===== config.mk =====
export PLATFORM = sky130hd
export DESIGN_NAME = led_pattern_bank
export DESIGN_NICKNAME = d
export VERILOG_FILES = /design/src/rtl/led_pkg.sv /design/src/rtl/led_channel.sv /design/src/rtl/led_pattern_bank.sv
export SDC_FILE = /design/constraint.sdc
export NUM_CORES = 1
export LEC_CHECK = 0
export BUFFER_PORTS_ARGS = -buffer_cell sky130_fd_sc_hd__buf_2
export CAP_MARGIN = 20
export CORE_ASPECT_RATIO = 1.2
export CORE_UTILIZATION = 52
export CTS_CLUSTER_DIAMETER = 80
export CTS_CLUSTER_SIZE = 30
export DETAILED_ROUTE_END_ITERATION = 16
export PLACE_DENSITY = 0.68
export SETUP_SLACK_MARGIN = 0.02
export SYNTH_ARGS = -nofsm -noshare
export SYNTH_HDL_FRONTEND = slang
export SYNTH_HIERARCHICAL = 1
export SYNTH_SLANG_ARGS = --single-unit

===== constraint.sdc =====
create_clock -name sys_clk -period 6 [get_ports sys_clk]
set_clock_uncertainty 0.2 [all_clocks]
set_input_delay 0.9 -clock sys_clk [delete_from_list [all_inputs] [get_ports sys_clk]]
set_output_delay 0.9 -clock sys_clk [all_outputs]
set_load 0.01 [all_outputs]

===== src/rtl/led_pkg.sv =====
// Shared types for the LED pattern bank: channel modes and the per-channel
// configuration record written through the config bus.
package led_pkg;

  localparam int LED_CNT_W = 26;

  typedef enum logic [1:0] {
    LED_OFF   = 2'd0,
    LED_ON    = 2'd1,
    LED_BLINK = 2'd2,
    LED_PWM   = 2'd3
  } led_mode_t;

  typedef struct packed {
    led_mode_t              mode;
    logic [LED_CNT_W-1:0]   period;
    logic [LED_CNT_W-1:0]   duty;
  } led_cfg_t;

  // BLINK and PWM run a period counter; OFF and ON are static levels
  function automatic logic needs_period(input led_mode_t m);
    return (m == LED_BLINK) || (m == LED_PWM);
  endfunction

endpackage


===== src/rtl/led_channel.sv =====
// One LED channel: shadow/active configuration, period counter and registered
// LED drive. New configurations take effect only at a period boundary.
module led_channel
  import led_pkg::*;
#(
  parameter int  CNT_W = LED_CNT_W,
  parameter type cfg_t = led_cfg_t
) (
  input  logic sys_clk,
  input  logic sys_rst,
  input  logic i_tick,
  input  logic i_load,
  input  cfg_t i_cfg,
  output logic o_pend,
  output logic o_led
);

  cfg_t             r_act;
  cfg_t             r_shd;
  logic             r_pend;
  logic             r_led;
  logic [CNT_W-1:0] r_cnt;

  logic w_cyclic;
  logic w_wrap;
  logic w_commit;

  // static modes commit at once; cyclic modes wait for the last tick of a period
  always_comb begin
    w_cyclic = needs_period(r_act.mode);
    w_wrap   = i_tick & w_cyclic & (r_cnt == (r_act.period - CNT_W'(1)));
    w_commit = r_pend & (~w_cyclic | w_wrap);
  end

  // shadow, pending flag and active configuration
  always_ff @(posedge sys_clk or posedge sys_rst) begin
    if (sys_rst) begin
      r_shd  <= '0;
      r_act  <= '0;
      r_pend <= 1'b0;
    end else begin
      if (i_load) begin
        r_shd <= i_cfg;
      end
      if (i_load) begin
        r_pend <= 1'b1;
      end else if (w_commit) begin
        r_pend <= 1'b0;
      end
      if (w_commit) begin
        r_act <= r_shd;
      end
    end
  end

  // period counter, restarted on every commit
  always_ff @(posedge sys_clk or posedge sys_rst) begin
    if (sys_rst) begin
      r_cnt <= '0;
    end else if (w_commit || w_wrap) begin
      r_cnt <= '0;
    end else if (i_tick && w_cyclic) begin
      r_cnt <= r_cnt + CNT_W'(1);
    end
  end

  // LED drive from the active configuration; entering BLINK starts low
  always_ff @(posedge sys_clk or posedge sys_rst) begin
    if (sys_rst) begin
      r_led <= 1'b0;
    end else if (w_commit && (r_shd.mode == LED_BLINK)) begin
      r_led <= 1'b0;
    end else begin
      case (r_act.mode)
        LED_OFF:   r_led <= 1'b0;
        LED_ON:    r_led <= 1'b1;
        LED_BLINK: r_led <= r_led ^ w_wrap;
        LED_PWM:   r_led <= (r_cnt < r_act.duty);
        default:   r_led <= 1'b0;
      endcase
    end
  end

  assign o_pend = r_pend;
  assign o_led  = r_led;

endmodule


===== src/rtl/led_pattern_bank.sv =====
// Bank of N_CH LED drivers sharing a tick prescaler and one config write bus;
// writes are validated here and routed to the addressed channel.
module led_pattern_bank
  import led_pkg::*;
#(
  parameter int N_CH      = 4,
  parameter int CNT_W     = 26,
  parameter int PRESC_DIV = 50,
  localparam int CH_W     = (N_CH > 1) ? $clog2(N_CH) : 1
) (
  input  logic             sys_clk,
  input  logic             sys_rst,
  input  logic             cfg_we,
  input  logic [CH_W-1:0]  cfg_ch,
  input  logic [1:0]       cfg_mode,
  input  logic [CNT_W-1:0] cfg_period,
  input  logic [CNT_W-1:0] cfg_duty,
  output logic             cfg_err,
  output logic [N_CH-1:0]  pend,
  output logic             tick,
  output logic [N_CH-1:0]  led
);

  localparam int               PW         = (PRESC_DIV > 1) ? $clog2(PRESC_DIV) : 1;
  localparam logic [PW-1:0]    PRESC_LAST = PW'(PRESC_DIV - 1);
  localparam logic [CH_W:0]    N_CH_L     = (CH_W + 1)'(N_CH);

  typedef struct packed {
    led_mode_t        mode;
    logic [CNT_W-1:0] period;
    logic [CNT_W-1:0] duty;
  } cfg_t;

  logic [PW-1:0] r_presc;
  logic          r_tick;
  logic          r_err;

  led_mode_t w_mode;
  logic      w_ch_ok;
  logic      w_per_ok;
  logic      w_accept;
  logic      w_reject;
  cfg_t      w_cfg;

  // prescaler; tick is high for the cycle after the last count
  always_ff @(posedge sys_clk or posedge sys_rst) begin
    if (sys_rst) begin
      r_presc <= '0;
      r_tick  <= 1'b0;
    end else begin
      r_tick  <= (r_presc == PRESC_LAST);
      r_presc <= (r_presc == PRESC_LAST) ? '0 : (r_presc + PW'(1));
    end
  end

  // write validation: channel must exist, cyclic modes need a nonzero period
  always_comb begin
    w_mode       = led_mode_t'(cfg_mode);
    w_ch_ok      = ({1'b0, cfg_ch} < N_CH_L);
    w_per_ok     = ~needs_period(w_mode) | (cfg_period != '0);
    w_accept     = cfg_we & w_ch_ok & w_per_ok;
    w_reject     = cfg_we & ~(w_ch_ok & w_per_ok);
    w_cfg.mode   = w_mode;
    w_cfg.period = cfg_period;
    w_cfg.duty   = cfg_duty;
  end

  // rejected writes produce a single-cycle error pulse
  always_ff @(posedge sys_clk or posedge sys_rst) begin
    if (sys_rst) begin
      r_err <= 1'b0;
    end else begin
      r_err <= w_reject;
    end
  end

  for (genvar g = 0; g < N_CH; g++) begin : g_ch
    led_channel #(
      .CNT_W (CNT_W),
      .cfg_t (cfg_t)
    ) u_ch (
      .sys_clk (sys_clk),
      .sys_rst (sys_rst),
      .i_tick  (r_tick),
      .i_load  (w_accept && (cfg_ch == CH_W'(g))),
      .i_cfg   (w_cfg),
      .o_pend  (pend[g]),
      .o_led   (led[g])
    );
  end

  assign tick    = r_tick;
  assign cfg_err = r_err;

endmodule


==> qor.txt <==
Status = finished, final reports clean
RSZ-0062 raised after global routing = no
CP Launch Type = flip-flop
Slew Limit Fails = 0
Async S/R FF share, synth = 100%
Number of synthesized register bits = 552
CTS root buf = clkbuf_16
Worst Setup Path Type = flip-flop to flip-flop
Min Tclk post-route = 3990 ps
Synth top area share = 47.4%
XOR/XNOR Fraction of Synth Area = 6.79%
Cell variety after synth = 77
Post-synthesis mux area share = 17.7%
Flop2flop setup slack = 2010 ps
Reg2reg path depth = 9
Die Y = 261 um
Worst path arrival time = 4270 ps
HPWL Detailed = 49.7 mm
Max-slew headroom = 31.4%
Critical Path Fanout Max = 29
Total CTS buffers = 26
Max clock buf depth = 3
Initial antenna violation count = 16
Initial Utilization = 52.9%
FF-to-FF Start = g_ch[1].u_ch/r_act[44]$_DFFE_PP0P_
GP Congestion = 0.853
Post-route ant nets = 0
CTS tree = yes
Syn_area_per_cell = 11.7 um^2
Main synth FF type = dfrtp_1
DRC = 0
H-Tree Level Count = 1
Post-Syn Area = 29,200 um^2
Number of buffers added for setup after CTS = 0
CP Capture Type = flip-flop
First-pass GRT wire length = 112 mm
Die ar. = 57,000 um^2
Overflow after GRT = 0
Clock Sinks = 552
Number of enable flip-flop cells after synthesis = 0
Worst-margin pin slew = 1030 ps
I/O Buffers = 68
# resized after CTS = 0
Clock Latency Late Sink = 610 ps
Die Width = 218 um
Highest Clock Rate = 251 MHz
Wire per inst = 21.9 um
Top Ports = 69
Post-synthesis simple-gate area fraction = 12.8%
FF-to-FF End = g_ch[1].u_ch/r_act[48]$_DFFE_PP0P_
Synth Area in Compound Gates = 6.21%
Row count = 94
Power density cells = 389 nW/um^2
Hold_buf cts = 0
Largest net degree at the start of global routing = 94
Final wirelength = 71.3 mm
Drt pass-1 iters = 5
Largest area contributor in the netlist = dfrtp_1
Fraction of layout cells with a size suffix above 1 = 22.4%
DRT iter0 DRCs = 1,259
Nets = 2,679
Synth Area in Adders = 4.72%
Final hold violation count = 0
Layout area overhead = 5.58%
TNS Setup = 0 ps
Leakage = 13.8 nW
Synth Net Count = 2,663
Largest family of logic cells by synthesized area = multiplexers
Yosys warning total = 6
Largest cells by area after synthesis = dfrtp_1, mux2_2, mux2_4
Max cap viols = 0
Max rail drop VDD = 0.000275 V
Via density = 5.82
Cells after Synth = 2,494
WHS = 207 ps
Aggregate global-route resource usage = 25.6%
Worst endpoint required time = 6280 ps
Core area = 55,200 um^2
Clock-pin slew on the worst setup and hold paths = 110 ps
Setup violations, final = 0
Period utilization = 66.5%
HP Class = input pin to async pin
Via count = 19,000
Seq/Total Area, Yosys = 47.4%
Vias in the first global route = 19,600
metal layers:
metal  global-route usage, %  vias to the layer above  part of all wire, %
li1                        -                     8801                    -
met1                    33.6                     9637                   43
met2                    42.3                      404                   48
met3                    4.69                      114                  5.9
met4                    9.83                        8                  3.6
met5                       0                        -                0.065
synth_stat cells (all sizes together) (9+ instances only):
cell	instances
dfrtp	552
mux2	400
nor2	200
nand2	145
inv	143
xor2	116
ha	110
xnor2	110
o21ai	62
nand3	59
nand4	54
nor3	51
clkbuf	50
a21oi	46
buf	45
nor4	37
and3	26
nor2b	24
a21o	22
nand2b	22
a31oi	16
o211ai	16
and4	14
nor3b	14
o2111ai	11
o21a	10
o22ai	10
a31o	9
nor4b	9
or3	9
power by group:
group	internal, W	switching (W)	total, W
Sequential	0.00473	0.00101	0.00574
Combinational	0.00219	0.00189	0.00407
Clock	0.000887	0.00129	0.00218
worst max path at each step:
stage	slack [ps]	cells after the start	from	to
floorplan	1260	1	sys_rst	g_ch[0].u_ch/o_led$_DFF_PP0_
global placement	1820	10	g_ch[0].u_ch/r_act[26]$_DFFE_PP0P_	g_ch[0].u_ch/r_act[17]$_DFFE_PP0P_
detailed placement	1650	11	g_ch[0].u_ch/r_act[26]$_DFFE_PP0P_	g_ch[0].u_ch/r_act[11]$_DFFE_PP0P_
CTS	1640	11	g_ch[0].u_ch/r_act[26]$_DFFE_PP0P_	g_ch[0].u_ch/r_act[11]$_DFFE_PP0P_
global route	1760	12	g_ch[0].u_ch/r_act[26]$_DFFE_PP0P_	g_ch[0].u_ch/r_act[14]$_DFFE_PP0P_
finish	2010	9	g_ch[1].u_ch/r_act[44]$_DFFE_PP0P_	g_ch[1].u_ch/r_act[48]$_DFFE_PP0P_
state kept, by name, summed over array words and instances, names as in the netlist:
name	cells
cfg_err	1
g_ch.u_ch/o_pend	4
r_presc	6
g_ch.u_ch/r_shd	216
g_ch.u_ch/o_led	4
g_ch.u_ch/r_act	216
g_ch.u_ch/r_cnt	104
tick	1
final cells by class:
type / instances / area (um^2)
multi-input combinational: 1704 / 14100
sequential: 552 / 13800
fill: 4651 / 24400
timing repair buffer: 83 / 526
tap: 720 / 901
inverter: 143 / 557
clock buffer: 28 / 689
antenna: 9 / 22.5
clock inverter: 17 / 173
metrics by stage:
stage | cell area, um^2 | util, % | power, W | cells | setup WS, ps
2_1_floorplan | 29200 | - | 0.00898 | 2494 | 1260
3_3_place_gp | 29800 | 54.0 | 0.00967 | 3197 | 1820
3_5_place_dp | 29800 | 54.0 | 0.00986 | 3197 | 1650
4_1_cts | 30700 | 55.6 | 0.0121 | 3242 | 1640
5_1_grt | 30800 | 55.8 | 0.0128 | 3247 | 1760
6_report | 30800 | 55.8 | 0.0120 | 3256 | 2010
cells by family (layout without fill, tap and decap cells):
group,count (synthesis),after routing
adder cells (fa/ha/maj),110,110
XOR/XNOR,226,226
AND/OR/NAND/NOR,702,702
flip-flops,552,552
multiplexers,408,408
other,0,9
AO/OA/AOI/OAI,258,258
buffers and inverters,238,271
critical path: stages, from the launching register on:
cell	delay, ps
dfrtp_1	480
nor4_1	480
nor3b_2	290
nor3b_1	400
o2111ai_1	200
nor4_1	270
and4_4	310
a31o_4	540
buf_12	310
mux2_1	360
layout by cell type (no fill, tap or decap), types with 11 or more instances in the layout:
cell and n:
nor3b_1 11, o211ai_1 13, nand2_1 145, xor2_1 116
nor3_1 51, clkbuf_16 27, nand4_1 53, o21ai_0 62
o2111ai_1 11, nor2_1 197, a31oi_1 16, nor4_1 28
a21oi_1 43, buf_2 68, mux2_4 154, inv_1 139
ha_1 110, nand3_1 59, nand2b_1 22, xnor2_1 110
dfrtp_1 552, mux2_2 226, a21o_1 22, mux2_1 20
nor2b_1 24, and3_1 26
Power figures use the tool's default switching activity.
